File: config.mk
export PLATFORM = sky130hd
export DESIGN_NAME = dmem_dump_arbiter
export DESIGN_NICKNAME = d
export VERILOG_FILES = /design/src/rtl/dmem_pkg.sv /design/src/rtl/dmem_dump_arbiter.sv
export SDC_FILE = /design/constraint.sdc
export NUM_CORES = 1
export LEC_CHECK = 0
export ABC_AREA = 1
export BUFFER_PORTS_ARGS = -buffer_cell sky130_fd_sc_hd__buf_2
export CORE_MARGIN = 4
export CORE_UTILIZATION = 40
export CTS_BUF_LIST = sky130_fd_sc_hd__clkbuf_4
export CTS_CLUSTER_SIZE = 25
export DETAILED_ROUTE_END_ITERATION = 7
export HOLD_SLACK_MARGIN = 0.08
export PLACE_DENSITY = 0.7
export SLEW_MARGIN = 20
export SYNTH_ARGS = -nofsm -noshare
export SYNTH_HDL_FRONTEND = slang
export SYNTH_SLANG_ARGS = --single-unit
File: constraint.sdc
create_clock -name clk -period 3.3 [get_ports clk]
set_input_delay 0.165 -clock clk [delete_from_list [all_inputs] [get_ports clk]]
set_output_delay 0.165 -clock clk [all_outputs]
set_load 0.005 [all_outputs]
File: src/rtl/dmem_pkg.sv
// Shared data-memory definitions: address geometry and the dump sequencer state
// encoding, used by the memory array, CPU side and the dump arbiter.
package dmem_pkg;

    localparam int DMEM_ADDR_W = 10;
    localparam int DMEM_DEPTH  = 1 << DMEM_ADDR_W;

    typedef enum logic [2:0] {
        IDLE    = 3'd0,
        FETCH   = 3'd1,
        SEND    = 3'd2,
        WAIT_TX = 3'd3,
        DONE    = 3'd4
    } dump_state_t;

endpackage

File: src/rtl/dmem_dump_arbiter.sv
// Shares the single-port data memory between the CPU load/store port and a dump
// sequencer that streams a block of words to the UART; CPU has priority with a starve cap.
module dmem_dump_arbiter
    import dmem_pkg::*;
#(
    parameter int ADDR_W       = DMEM_ADDR_W,
    parameter int DATA_W       = 32,
    parameter int STARVE_LIMIT = 8
) (
    input  logic              clk,
    input  logic              rst,
    input  logic              cpu_req,
    input  logic              cpu_we,
    input  logic [31:0]       cpu_addr,
    input  logic [DATA_W-1:0] cpu_wdata,
    output logic [DATA_W-1:0] cpu_rdata,
    output logic              cpu_ready,
    output logic              cpu_err,
    output logic [ADDR_W-1:0] mem_addr,
    output logic              mem_we,
    output logic [DATA_W-1:0] mem_wdata,
    input  logic [DATA_W-1:0] mem_rdata,
    input  logic              dump_start,
    input  logic [ADDR_W-1:0] dump_base,
    input  logic [ADDR_W:0]   dump_len,
    output logic              tx_start,
    output logic [DATA_W-1:0] tx_data,
    input  logic              tx_done,
    output logic              dump_busy,
    output logic              dump_done,
    output logic [ADDR_W:0]   dump_count
);

    localparam int CNT_W = $clog2(STARVE_LIMIT + 1);

    dump_state_t       state_q, state_d;
    logic [ADDR_W-1:0] base_q;
    logic [ADDR_W:0]   len_q;
    logic [ADDR_W:0]   idx_q;
    logic [ADDR_W:0]   count_q;
    logic [CNT_W-1:0]  starve_q;
    logic [DATA_W-1:0] tx_data_q;

    logic              start_ok;
    logic              in_fetch;
    logic              starved;
    logic              forced;
    logic              grant;
    logic              last_word;
    logic [ADDR_W-1:0] dump_addr;

    assign start_ok  = dump_start && (state_q == IDLE);
    assign in_fetch  = (state_q == FETCH);
    assign starved   = (starve_q == CNT_W'(STARVE_LIMIT));
    assign forced    = in_fetch && cpu_req && starved;
    assign grant     = in_fetch && (!cpu_req || starved);
    assign last_word = ((idx_q + (ADDR_W + 1)'(1)) == len_q);

    // Truncating add makes the dump wrap from the top word back to word 0.
    assign dump_addr = base_q + idx_q[ADDR_W-1:0];

    assign cpu_err   = cpu_req && (cpu_addr[31:ADDR_W] != '0);
    assign cpu_ready = cpu_req && !forced;
    assign cpu_rdata = cpu_err ? '0 : mem_rdata;
    assign mem_addr  = grant ? dump_addr : cpu_addr[ADDR_W-1:0];
    assign mem_we    = cpu_req && cpu_we && cpu_ready && !cpu_err;
    assign mem_wdata = cpu_wdata;

    assign tx_start   = (state_q == SEND);
    assign tx_data    = tx_data_q;
    assign dump_busy  = (state_q != IDLE);
    assign dump_done  = (state_q == DONE);
    assign dump_count = count_q;

    always_ff @(posedge clk) begin
        if (rst) begin
            state_q <= IDLE;
        end else begin
            state_q <= state_d;
        end
    end

    always_comb begin
        state_d = state_q;
        case (state_q)
            IDLE: begin
                if (dump_start) begin
                    state_d = (dump_len == '0) ? DONE : FETCH;
                end
            end
            FETCH: begin
                if (grant) begin
                    state_d = SEND;
                end
            end
            SEND: begin
                state_d = WAIT_TX;
            end
            WAIT_TX: begin
                if (tx_done) begin
                    state_d = last_word ? DONE : FETCH;
                end
            end
            DONE: begin
                state_d = IDLE;
            end
            default: begin
                state_d = IDLE;
            end
        endcase
    end

    // Dump bookkeeping; a stalled fetch counts up to the limit and then holds.
    always_ff @(posedge clk) begin
        if (rst) begin
            base_q    <= '0;
            len_q     <= '0;
            idx_q     <= '0;
            count_q   <= '0;
            starve_q  <= '0;
            tx_data_q <= '0;
        end else begin
            if (start_ok) begin
                base_q   <= dump_base;
                len_q    <= dump_len;
                idx_q    <= '0;
                count_q  <= '0;
                starve_q <= '0;
            end
            if (grant) begin
                tx_data_q <= mem_rdata;
                starve_q  <= '0;
            end else if (in_fetch && !starved) begin
                starve_q <= starve_q + CNT_W'(1);
            end
            if ((state_q == WAIT_TX) && tx_done) begin
                idx_q   <= idx_q + (ADDR_W + 1)'(1);
                count_q <= count_q + (ADDR_W + 1)'(1);
            end
        end
    end

endmodule

==> results.md <==
* Status: complete, no violations
* CTS Buffer Depth at 2
* Fillers at 1072
* Buffers on Ports at 181
* Die Y at 115 um
* Via count at 4870
* WP data arrival at around 2.7 ns
* Final GP Congestion at 0.808
* Cell Pwr Density at between 400 and 500 mW/mm^2
* DRT antenna net count at 0
* Worst Path Required at 3.13 ns
* Worst Setup Path Type: reg -> out
* Detail Placement HPWL at between 9000 and 10000 um
* CP Capture Type: primary output
* Syn_area_per_cell at roughly 6.9 sq um
* Vias per cell at 4.84
* First-pass GRT wire length at between 20000 and 25000 um
* Worst-margin pin slew at ~0.62 ns
* Min-Delay Path Class: in -> reg
* Tcrit/Tclk final at 0.858
* DP Area at 0.00536 sq mm
* Register bit total from synthesis at 82
* Initial antenna violation count at 0
* # diodes at 0
* Root Buffer: clkbuf_4
* Final Routed Wirelength at 13500 um
* Total gr overflow at 0
* Post-synthesis cell type count at 44
* Synth cell count leaders: nand2_1, a21oi_1, dfxtp_1, inv_1, o21ai_0
* Clock slew at the register clock pins of the worst setup and hold paths at between 0.1 and 0.15 ns
* CTS Buf Count at 9
* Multi-input logic area at 0.00230 sq mm
* Peak supply drop at around 0.23 mV
* Hold Fails Final Rpt at 0
* Worst-path fanout max at 7
* Unrepaired setup endpoints after global routing: no
* Share of post-route cells with drive strength above 1 at 0.265
* DRT iter0 DRCs at about 260
* Clk_skew at around 0.018 ns
* Final setup fails at 0
* Die area at 0.0133 sq mm
* Area Overhead vs Synth at 31.0%
* Post-synthesis sequential area ratio at 0.357
* Vias in the first global route at 4759
* Syn Inst Count at approximately 670
* Fraction of registers with async set/reset at 0
* Fin crit period at 2.83 ns
* Slew margin rel. at 0.584
* CTS tree: built
* Die Wd at 115 um
* Area of the mapped netlist at between 0.004 and 0.005 sq mm
* Synthesis Warnings at 0
* FMAX at between 300 and 400 MHz
* Clk sinks at 82
* Number of synthesized flops with an enable pin at 0
* Startpoint Class: flip-flop
* I/O pin count at 246
* Core box area at roughly 0.011 sq mm
* Post-route cell area at between 0.006 and 0.007 sq mm
* # DRC at 0
* Initial Util at 0.417
* LEAKAGE at 2.94 nW
* Setup TNS at 0 ns
* Largest cells by area after synthesis: dfxtp_1, nand2_1, a21oi_1
* Critical R2R Launch: state_q[2]
* Max-Cap Viols at 0
* First drt pass iteration count at 5
* Clock latency on the worst-skew pair at 0.45 ns
* Post-CTS Setup Bufs at 0
* GRT Resource Usage Total at 0.203
* Routed length per instance at between 10 and 15 um
* Pin count of the biggest net entering global routing at 70
* Worst Hold Launch: rst
* Sequential cell area at 0.00164 sq mm
* Most frequent cell after synthesis: nand2_1
* Syn Nets at about 800
* Fin nets at 999
* Max-slew violations at 0
* Worst Setup SP: idx_q[0]
* Placement Rows at 38
* Share of Yosys cell area claimed by the top area cell type at 0.357
* CTS H-tree depth at 3
* Top FF cell, synth: dfxtp_1
* Synth area leader: dfxtp_1
## layout by cell type (no fill, tap or decap), types with 3 or more instances in the layout
cell,n
inv_6,4
ha_1,13
nand2_1,143
nor4_1,6
o21bai_1,3
inv_1,75
a21oi_1,83
buf_2,181
clkbuf_4,9
nand2_2,4
dlygate4sd3_1,55
nor2_2,12
nor3_1,6
nand3_1,35
nor2_4,3
xor2_1,11
nor2_1,48
dfxtp_1,82
buf_4,5
o21ai_0,55
## report_power, final
group	switching (W)	internal, W	total (W)
Clock	0.000378	0.000162	0.000539
Combinational	0.000521	0.000354	0.000875
Sequential	0.0000765	0.00114	0.00122
Total	0.000975	0.00166	0.00263
## what timing repair did
action | 4_1_cts | 5_1_grt
resized for setup | 0 | 0
endpoints found under the hold margin | 55 | 0
hold buffers | 55 | 0
## path summary, 6_finish.rpt
| path | endpoint | slack (ns) | depth (start not counted) |
|---|---|---|---|
| min reg2reg | len_q[10] | 0.48 | 2 |
| max | mem_addr[8] | 0.47 | 14 |
| min | state_q[2] | 0.22 | 3 |
| max reg2reg | dump_count[3] | 1.14 | 8 |
## critical path, stage by stage (launching register included)
cell and delay (ns):
dfxtp_1 0.40, ha_1 0.27, fa_1 0.42, nand3_1 0.09, nand2_1 0.07, nand2_1 0.08, nand2_1 0.05, a21oi_1 0.18
nor2_1 0.06, o21ai_0 0.20, nand2_1 0.07, nand2_1 0.06, nand3_1 0.06, nand2_1 0.08, buf_2 0.11
## stage by stage
stage | utilization | power (W) | setup WS, ns | instances | hold WS [ns]
detailed placement | 0.486 | 0.00206 | 0.940 | 936 | 0.330
global placement | 0.486 | 0.00206 | 1.00 | 936 | 0.330
finish | 0.546 | 0.00263 | 0.469 | 1007 | 0.224
global route | 0.546 | 0.00284 | 0.168 | 1007 | 0.218
floorplan | - | 0.00178 | 1.26 | 667 | 0.309
CTS | 0.546 | 0.00266 | 0.435 | 1007 | 0.196
## layout make-up
| class | count | area share |
|---|---|---|
| timing repair buffer | 241 | 0.248 |
| multi-input combinational | 449 | 0.381 |
| tap | 140 | 0.0291 |
| sequential | 82 | 0.272 |
| inverter | 79 | 0.0494 |
| clock inverter | 7 | 0.00851 |
| clock buffer | 9 | 0.0112 |
## sequential cells by signal (all words and copies together) (netlist names)
| name | cells |
|---|---|
| tx_data | 32 |
| dump_count | 11 |
| idx_q | 11 |
| len_q | 11 |
| base_q | 10 |
| starve_q | 4 |
| state_q | 3 |
## metal layers
layer	vias to the layer above	GRT usage	wire length, um
li1	2520	-	-
met1	2149	0.244	5730
met2	174	0.344	6410
met3	27	0.0668	1070
met4	0	0.0603	269
met5	-	0	0
## kinds of logic after synthesis
kind of cell	after synthesis	share of synthesized area
AND/OR/NAND/NOR	268	0.257
AO/OA/AOI/OAI	155	0.179
buffers and inverters	136	0.144
flip-flops	82	0.357
adder cells (fa/ha/maj)	14	0.0397
XOR/XNOR	12	0.0229
Note: power is estimated with default switching activity, not from simulation.
